===== config.mk =====
export PLATFORM = sky130hd
export DESIGN_NAME = rtc_bus_scheduler_flat
export DESIGN_NICKNAME = d
export VERILOG_FILES = /design/src/rtl/rtc_bus_pkg.sv /design/src/rtl/rtc_bus_scheduler_if.sv /design/src/rtl/rtc_bus_scheduler_timer.sv /design/src/rtl/rtc_bus_scheduler.sv /design/src/flat_wrapper.sv
export SDC_FILE = /design/constraint.sdc
export NUM_CORES = 1
export LEC_CHECK = 0
export CORE_AREA = 2 2 90 92
export DETAILED_ROUTE_END_ITERATION = 6
export DIE_AREA = 0 0 92 94
export PLACE_DENSITY = 0.71
export SLEW_MARGIN = 20
export SYNTH_ARGS = -nofsm -noshare
export SYNTH_HDL_FRONTEND = slang
export SYNTH_SLANG_ARGS = --single-unit

===== constraint.sdc =====
create_clock -name clk -period 6.1 [get_ports clk]
set_input_delay 0.61 -clock clk [delete_from_list [all_inputs] [get_ports clk]]
set_output_delay 0.61 -clock clk [all_outputs]
set_load 0.05 [all_outputs]

===== src/rtl/rtc_bus_pkg.sv =====
// Shared types and constants for the RTC multiplexed-bus scheduler.
package rtc_bus_pkg;

  localparam int DATA_W = 8;

  localparam int T_SETUP_DEF = 2;
  localparam int T_PULSE_DEF = 10;
  localparam int T_HOLD_DEF  = 2;
  localparam int T_REC_DEF   = 4;

  localparam logic CS_IDLE  = 1'b1;
  localparam logic RD_IDLE  = 1'b1;
  localparam logic WR_IDLE  = 1'b1;
  localparam logic AOD_IDLE = 1'b1;

  typedef enum logic [2:0] {
    S_IDLE,
    S_A_SET,
    S_A_STB,
    S_A_HLD,
    S_D_SET,
    S_D_STB,
    S_D_HLD,
    S_REC
  } state_e;

  typedef struct packed {
    logic              cs_n;
    logic              rd_n;
    logic              wr_n;
    logic              aod;
    logic              oe;
    logic [DATA_W-1:0] bout;
  } pins_t;

  function automatic int tmax(int a, int b, int c, int d);
    int m;
    m = a;
    if (b > m) m = b;
    if (c > m) m = c;
    if (d > m) m = d;
    return m;
  endfunction

endpackage


===== src/rtl/rtc_bus_scheduler_if.sv =====
// Requester handshake plus RTC pin bundle; slave is the scheduler side.
interface rtc_bus_scheduler_if
  import rtc_bus_pkg::*;
#(
  parameter int NREQ = 4
) ();

  logic [NREQ-1:0]        req;
  logic [NREQ-1:0]        req_we;
  logic [DATA_W*NREQ-1:0] req_addr;
  logic [DATA_W*NREQ-1:0] req_wdata;
  logic [NREQ-1:0]        gnt;
  logic [NREQ-1:0]        done;
  logic [DATA_W-1:0]      rdata;
  logic                   busy;

  logic                   ChipSelect;
  logic                   Read;
  logic                   Write;
  logic                   AoD;
  logic [DATA_W-1:0]      bus_out;
  logic                   bus_oe;
  logic [DATA_W-1:0]      bus_in;

  modport master (
    output req, req_we, req_addr, req_wdata, bus_in,
    input  gnt, done, rdata, busy, ChipSelect, Read, Write, AoD, bus_out, bus_oe
  );

  modport slave (
    input  req, req_we, req_addr, req_wdata, bus_in,
    output gnt, done, rdata, busy, ChipSelect, Read, Write, AoD, bus_out, bus_oe
  );

endinterface


===== src/rtl/rtc_bus_scheduler_timer.sv =====
// Loadable down-counter that parks at zero; sets the length of each bus phase.
module rtc_phase_timer #(
  parameter int W = 4
) (
  input  logic         clk,
  input  logic         rst_n,
  input  logic         load_i,
  input  logic [W-1:0] load_val_i,
  output logic         zero_o
);

  logic [W-1:0] cnt_q, cnt_d;

  always_comb begin
    cnt_d = cnt_q;
    if (load_i)             cnt_d = load_val_i;
    else if (cnt_q != '0)   cnt_d = cnt_q - W'(1);
  end

  always_ff @(posedge clk or negedge rst_n) begin
    if (!rst_n) cnt_q <= '0;
    else        cnt_q <= cnt_d;
  end

  assign zero_o = (cnt_q == '0);

endmodule


===== src/rtl/rtc_bus_scheduler.sv =====
// Fixed-priority arbiter and phase sequencer driving the RTC multiplexed address/data bus.
module rtc_bus_scheduler
  import rtc_bus_pkg::*;
#(
  parameter int NREQ    = 4,
  parameter int T_SETUP = T_SETUP_DEF,
  parameter int T_PULSE = T_PULSE_DEF,
  parameter int T_HOLD  = T_HOLD_DEF,
  parameter int T_REC   = T_REC_DEF
) (
  input  logic                clk,
  input  logic                Reset,
  rtc_bus_scheduler_if.slave  bus
);

  localparam int TW = $clog2(tmax(T_SETUP, T_PULSE, T_HOLD, T_REC) + 1);

  state_e            state_q, state_d;
  logic [NREQ-1:0]   gnt_q, gnt_d, done_q, done_d, pick;
  logic              we_q, we_d, we_sel;
  logic [DATA_W-1:0] addr_q, addr_d, addr_sel;
  logic [DATA_W-1:0] wdata_q, wdata_d, wdata_sel;
  logic [DATA_W-1:0] rdata_q, rdata_d;
  pins_t             pins_q, pins_d;
  logic              tmr_zero, tmr_load, arb_en;
  logic [TW-1:0]     tmr_val;

  function automatic logic [TW-1:0] phase_len(state_e s);
    case (s)
      S_A_SET, S_D_SET: return TW'(T_SETUP - 1);
      S_A_STB, S_D_STB: return TW'(T_PULSE - 1);
      S_A_HLD, S_D_HLD: return TW'(T_HOLD - 1);
      S_REC:            return TW'(T_REC - 1);
      default:          return '0;
    endcase
  endfunction

  // Pin levels are a pure function of the phase, so they are registered from
  // the next state to give glitch-free strobes with no added latency.
  function automatic pins_t decode(state_e s, logic we, logic [DATA_W-1:0] a,
                                   logic [DATA_W-1:0] d);
    pins_t p;
    p.cs_n = CS_IDLE;
    p.rd_n = RD_IDLE;
    p.wr_n = WR_IDLE;
    p.aod  = AOD_IDLE;
    p.oe   = 1'b0;
    p.bout = '0;
    case (s)
      S_A_SET, S_A_STB, S_A_HLD: begin
        p.cs_n = 1'b0;
        p.aod  = 1'b0;
        p.oe   = 1'b1;
        p.bout = a;
        if (s == S_A_STB) p.wr_n = 1'b0;
      end
      S_D_SET, S_D_STB, S_D_HLD: begin
        p.cs_n = 1'b0;
        if (we) begin
          p.oe   = 1'b1;
          p.bout = d;
          if (s == S_D_STB) p.wr_n = 1'b0;
        end else if (s == S_D_STB) begin
          p.rd_n = 1'b0;
        end
      end
      default: ;
    endcase
    return p;
  endfunction

  rtc_phase_timer #(.W(TW)) u_timer (
    .clk        (clk),
    .rst_n      (Reset),
    .load_i     (tmr_load),
    .load_val_i (tmr_val),
    .zero_o     (tmr_zero)
  );

  // Lowest set bit wins: index 0 has top priority.
  always_comb begin
    pick      = bus.req & (~bus.req + NREQ'(1));
    we_sel    = 1'b0;
    addr_sel  = '0;
    wdata_sel = '0;
    for (int i = 0; i < NREQ; i++) begin
      if (pick[i]) begin
        we_sel    = bus.req_we[i];
        addr_sel  = bus.req_addr[i*DATA_W +: DATA_W];
        wdata_sel = bus.req_wdata[i*DATA_W +: DATA_W];
      end
    end
  end

  always_comb begin
    state_d = state_q;
    gnt_d   = gnt_q;
    we_d    = we_q;
    addr_d  = addr_q;
    wdata_d = wdata_q;
    rdata_d = rdata_q;
    case (state_q)
      S_A_SET: if (tmr_zero) state_d = S_A_STB;
      S_A_STB: if (tmr_zero) state_d = S_A_HLD;
      S_A_HLD: if (tmr_zero) state_d = S_D_SET;
      S_D_SET: if (tmr_zero) state_d = S_D_STB;
      S_D_STB: if (tmr_zero) begin
        state_d = S_D_HLD;
        if (!we_q) rdata_d = bus.bus_in;
      end
      S_D_HLD: if (tmr_zero) state_d = S_REC;
      S_REC: if (tmr_zero) begin
        state_d = S_IDLE;
        gnt_d   = '0;
      end
      default: ;
    endcase

    // A request pending at the end of recovery starts straight away, keeping
    // back-to-back spacing at exactly T_REC cycles of ChipSelect high.
    arb_en = (state_q == S_IDLE) || ((state_q == S_REC) && tmr_zero);
    if (arb_en && (|bus.req)) begin
      state_d = S_A_SET;
      gnt_d   = pick;
      we_d    = we_sel;
      addr_d  = addr_sel;
      wdata_d = wdata_sel;
    end

    done_d   = ((state_d == S_REC) && (state_q != S_REC)) ? gnt_q : '0;
    tmr_load = (state_d != state_q);
    tmr_val  = phase_len(state_d);
    pins_d   = decode(state_d, we_d, addr_d, wdata_d);
  end

  always_ff @(posedge clk or negedge Reset) begin
    if (!Reset) begin
      state_q <= S_IDLE;
      gnt_q   <= '0;
      done_q  <= '0;
      we_q    <= 1'b0;
      addr_q  <= '0;
      wdata_q <= '0;
      rdata_q <= '0;
      pins_q  <= '{cs_n: CS_IDLE, rd_n: RD_IDLE, wr_n: WR_IDLE, aod: AOD_IDLE,
                   oe: 1'b0, bout: '0};
    end else begin
      state_q <= state_d;
      gnt_q   <= gnt_d;
      done_q  <= done_d;
      we_q    <= we_d;
      addr_q  <= addr_d;
      wdata_q <= wdata_d;
      rdata_q <= rdata_d;
      pins_q  <= pins_d;
    end
  end

  assign bus.gnt        = gnt_q;
  assign bus.done       = done_q;
  assign bus.rdata      = rdata_q;
  assign bus.busy       = (state_q != S_IDLE);
  assign bus.ChipSelect = pins_q.cs_n;
  assign bus.Read       = pins_q.rd_n;
  assign bus.Write      = pins_q.wr_n;
  assign bus.AoD        = pins_q.aod;
  assign bus.bus_oe     = pins_q.oe;
  assign bus.bus_out    = pins_q.bout;

endmodule


===== src/flat_wrapper.sv =====
// flat-port wrapper written by rule: the top's interface ports become plain ports
module rtc_bus_scheduler_flat import rtc_bus_pkg::*;
#(
  parameter int NREQ    = 4,
  parameter int T_SETUP = T_SETUP_DEF,
  parameter int T_PULSE = T_PULSE_DEF,
  parameter int T_HOLD  = T_HOLD_DEF,
  parameter int T_REC   = T_REC_DEF
)
  (clk, Reset, bus_req, bus_req_we, bus_req_addr, bus_req_wdata, bus_bus_in, bus_gnt, bus_done, bus_rdata, bus_busy, bus_ChipSelect, bus_Read, bus_Write, bus_AoD, bus_bus_out, bus_bus_oe);
  rtc_bus_scheduler_if #(.NREQ(NREQ)) bus_i ();
  input  logic clk;
  input  logic Reset;
  input wire logic [$bits(bus_i.req)-1:0] bus_req;
  input wire logic [$bits(bus_i.req_we)-1:0] bus_req_we;
  input wire logic [$bits(bus_i.req_addr)-1:0] bus_req_addr;
  input wire logic [$bits(bus_i.req_wdata)-1:0] bus_req_wdata;
  input wire logic [$bits(bus_i.bus_in)-1:0] bus_bus_in;
  output wire logic [$bits(bus_i.gnt)-1:0] bus_gnt;
  output wire logic [$bits(bus_i.done)-1:0] bus_done;
  output wire logic [$bits(bus_i.rdata)-1:0] bus_rdata;
  output wire logic [$bits(bus_i.busy)-1:0] bus_busy;
  output wire logic [$bits(bus_i.ChipSelect)-1:0] bus_ChipSelect;
  output wire logic [$bits(bus_i.Read)-1:0] bus_Read;
  output wire logic [$bits(bus_i.Write)-1:0] bus_Write;
  output wire logic [$bits(bus_i.AoD)-1:0] bus_AoD;
  output wire logic [$bits(bus_i.bus_out)-1:0] bus_bus_out;
  output wire logic [$bits(bus_i.bus_oe)-1:0] bus_bus_oe;
  assign bus_i.req = bus_req;
  assign bus_i.req_we = bus_req_we;
  assign bus_i.req_addr = bus_req_addr;
  assign bus_i.req_wdata = bus_req_wdata;
  assign bus_i.bus_in = bus_bus_in;
  assign bus_gnt = bus_i.gnt;
  assign bus_done = bus_i.done;
  assign bus_rdata = bus_i.rdata;
  assign bus_busy = bus_i.busy;
  assign bus_ChipSelect = bus_i.ChipSelect;
  assign bus_Read = bus_i.Read;
  assign bus_Write = bus_i.Write;
  assign bus_AoD = bus_i.AoD;
  assign bus_bus_out = bus_i.bus_out;
  assign bus_bus_oe = bus_i.bus_oe;
  rtc_bus_scheduler #(.NREQ(NREQ), .T_SETUP(T_SETUP), .T_PULSE(T_PULSE), .T_HOLD(T_HOLD), .T_REC(T_REC)) u_core (.clk(clk), .Reset(Reset), .bus(bus_i));
endmodule

==> metrics.md <==
| Metric | Value |
|---|---|
| Layout Utilization | between 50% and 60% |
| Minimum clock period after layout | 3190 ps |
| CP cell instances | clkdlybuf4s50_1 > nor4_2 > a211oi_1 > a21oi_2 > o22ai_1 |
| Mapped Area | 2910 um2 |
| ANT cells | 0 |
| Worst-path maximum fanout | 24 |
| Core area | about 7600 um2 |
| Status | complete, no violations |
| Clock Tree Root | clkbuf_8 |
| Critical path class | in2reg |
| RSZ-0062 raised after global routing | no |
| Sink Count | 53 |
| CP max stage cell | nor4_2 |
| Syn Inst Count | 289 |
| Vias per inst | 5.30 |
| Critical path data required time | ~6300 ps |
| Synth top area share | between 40 and 50% |
| Worst R2R Path Depth | 6 |
| FF-to-FF End | u_core.bus.bus_out[6] |
| Crit path DAT | 3350 ps |
| Largest net degree at the start of global routing | 54 |
| All-Layer GR Usage | 18.3% |
| Top Ports | about 110 |
| Fin. max-slew vios | 0 |
| Initial Utilization | a little under two fifths |
| DIE HEIGHT | 94 um |
| GR Overflow Total | 0 |
| Final hold vios | 0 |
| TritonCTS clock tree | built |
| # DRC | 0 |
| # hold bufs at CTS | 0 |
| Core Rows | 32 |
| Final HPWL DP | roughly 5600 um |
| Drt wl/cell | between 15 and 20 um |
| Top cell types by occurrence after synthesis | dfrtp_1, nand2_1, inv_1, nor2_1, mux2i_1 |
| Worst r2r src | u_core.state_q[0] |
| Resized Gates After CTS | 0 |
| Global-route wire length before repair | ~12000 um |
| Routed WL | 7820 um |
| Register bit total from synthesis | between 50 and 60 |
| Hold Path Class | in2async |
| Logic pwr share | 51.5% |
| CP top delay family | simple AND/OR/NAND/NOR gates |
| Initial antenna violation count | 0 |
| CTS Buf Count | 5 |
| Postcts setup bufs | 0 |
| Die width | around 92 um |
| P_int | between 1000 and 1500 uW |
| Period utilization | a little over half |
| Psw | between 700 and 800 uW |
| Synth-to-layout area growth | 42.2% |
| Buf/Inv on CP | 1 |
| Initial DRC Count | ~110 |
| Sw Ratio | a little over two fifths |
| Worst setup SP type | primary input |
| Clk pwr share | between 10% and 20% |
| Area leader, netlist | dfrtp_1 |
| DR vias | about 2600 |
| Filler cell count | around 700 |
| DRT Pass-1 Iters | 5 |
| Peak supply drop | 0.000252 V |
| Clk slew on worst S/H paths | roughly 90 ps |
| Skew final | around 5 ps |
| Cell Pwr Density | roughly 440 nW/um2 |
| Ys Warns | 0 |
| Placer Congestion | 0.859 |
| H-tree levels | 2 |
| Max_cap viols | 0 |
| Post-DRT Antenna Nets | 0 |
| Clock Path Buffers | 2 |
| Syn nets | 372 |
| Post-synthesis sequential area ratio | about 46% |
| LEAKAGE | around 0.0017 uW |
| CP max stage delay | slightly above 1000 ps |
| Top cells by area, synth | dfrtp_1, mux2i_1, dfstp_2 |
| Ys flop type | dfrtp_1 |
| IO Port Bufs | between 100 and 150 |
| Setup TNS | 0 ps |
| Fin nets | 472 |
| Synth cell types | 53 |
| Highest Clock Rate | between 300 and 400 MHz |
| Worst slew pin tran | ~970 ps |
| EDFF count, synth | 0 |
| Die Area | 8650 um2 |
| Final-report setup violation count | 0 |
| Flop2flop setup slack | roughly 3600 ps |
| Mean Syn Cell Area | slightly above 10 um2 |
| Share of layout cells above drive strength 1 | under 10% |
| Final Total Pwr | 1810 uW |
| Cell with the most instances after synthesis | dfrtp_1 |
| Vias in the first global route | 2448 |
| Share of power burned in registers | around a third |
| Skew-Pair Late Insertion Delay | 300 ps |
| Relative max-transition margin | between 30% and 40% |
| Ys async rst share | between 90% and 100% |
| Setup crit end kind | flip-flop |
==> how the worst max path moves through the flow <==
| stage | startpoint | to | slack, ps | cells after the start |
|---|---|---|---|---|
| after global routing | bus_req[1] | u_core.bus.bus_out[1] | 2720 | 5 |
| after detailed placement | bus_req[0] | u_core.bus.bus_out[6] | 2380 | 5 |
| after global placement | bus_req[0] | u_core.bus.bus_out[1] | 2520 | 5 |
| after CTS | bus_req[0] | u_core.bus.bus_out[6] | 2710 | 5 |
| after floorplan | bus_req[3] | u_core.bus.Read | 3780 | 7 |
| final | bus_req[1] | u_core.bus.bus_out[6] | 2910 | 5 |
==> through the flow <==
| stage | area [um2] | setup WS (ps) | hold slack [ps] | instances |
|---|---|---|---|---|
| after floorplan | 2910 | 3780 | 314 | 289 |
| after global placement | 4030 | 2520 | 462 | 484 |
| after detailed placement | 4030 | 2380 | 465 | 484 |
| after CTS | 4140 | 2710 | 452 | 492 |
| after global routing | 4140 | 2720 | 470 | 492 |
| final | 4140 | 2910 | 409 | 492 |
==> logic make-up (layout without fill, tap and decap cells) <==
| kind of cell | count (synthesis) | after routing | share of synthesized area [%] |
|---|---|---|---|
| compound gates | 78 | 78 | 20.2 |
| xor+xnor | 3 | 3 | 0.903 |
| fa+ha+maj | 1 | 1 | 0.430 |
| buf+inv | 42 | 143 | 7.91 |
| flops | 53 | 53 | 45.7 |
| mux | 24 | 24 | 8.59 |
| simple gates | 88 | 88 | 16.3 |
==> layer usage <==
metal	track usage [%]	wire length [um]	vias up
met3	3.21	356	4
met1	26.9	3490	1280
met4	4.10	70	0
met5	0	0	-
met2	28.2	3910	76
li1	-	-	1250
==> final cells by class <==
class	count	area (um2)	share of cell area [%]
flip-flops and latches	53	1330	32.1
clock buffers	7	86.3	2.08
multi-input cells	194	1360	32.9
repair buffers	114	1120	27.1
clock inverters	1	30.0	0.725
inverters	21	78.8	1.90
well taps	102	128	3.08
==> sequential cells by signal (all words and copies together), names as in the netlist, 3 cells and up <==
register,count
u_core.bus.done,4
u_core.u_timer.cnt_q,4
u_core.bus.rdata,8
u_core.state_q,3
u_core.wdata_q,8
u_core.bus.bus_out,8
u_core.bus.gnt,4
u_core.addr_q,8
==> power groups by stage <==
stage                     clock (uW)  sequential (uW)  combinational [uW]
after floorplan                    0              842                 439
after global placement             0              632                 912
after detailed placement           0              633                 933
after CTS                        254              629                 939
after global routing             270              654                1010
final                            247              631                 931
==> layout by cell type (no fill, tap or decap), drive strengths merged, types with 9 or more instances in the layout <==
master / count
inv: 21
a32o: 10
mux2i: 16
nor2: 22
dfrtp: 49
a21oi: 9
nand2: 25
o31ai: 10
nand3: 10
o21ai: 10
clkdlybuf4s50: 109
a221oi: 11
(Power assumes the default switching activity.)
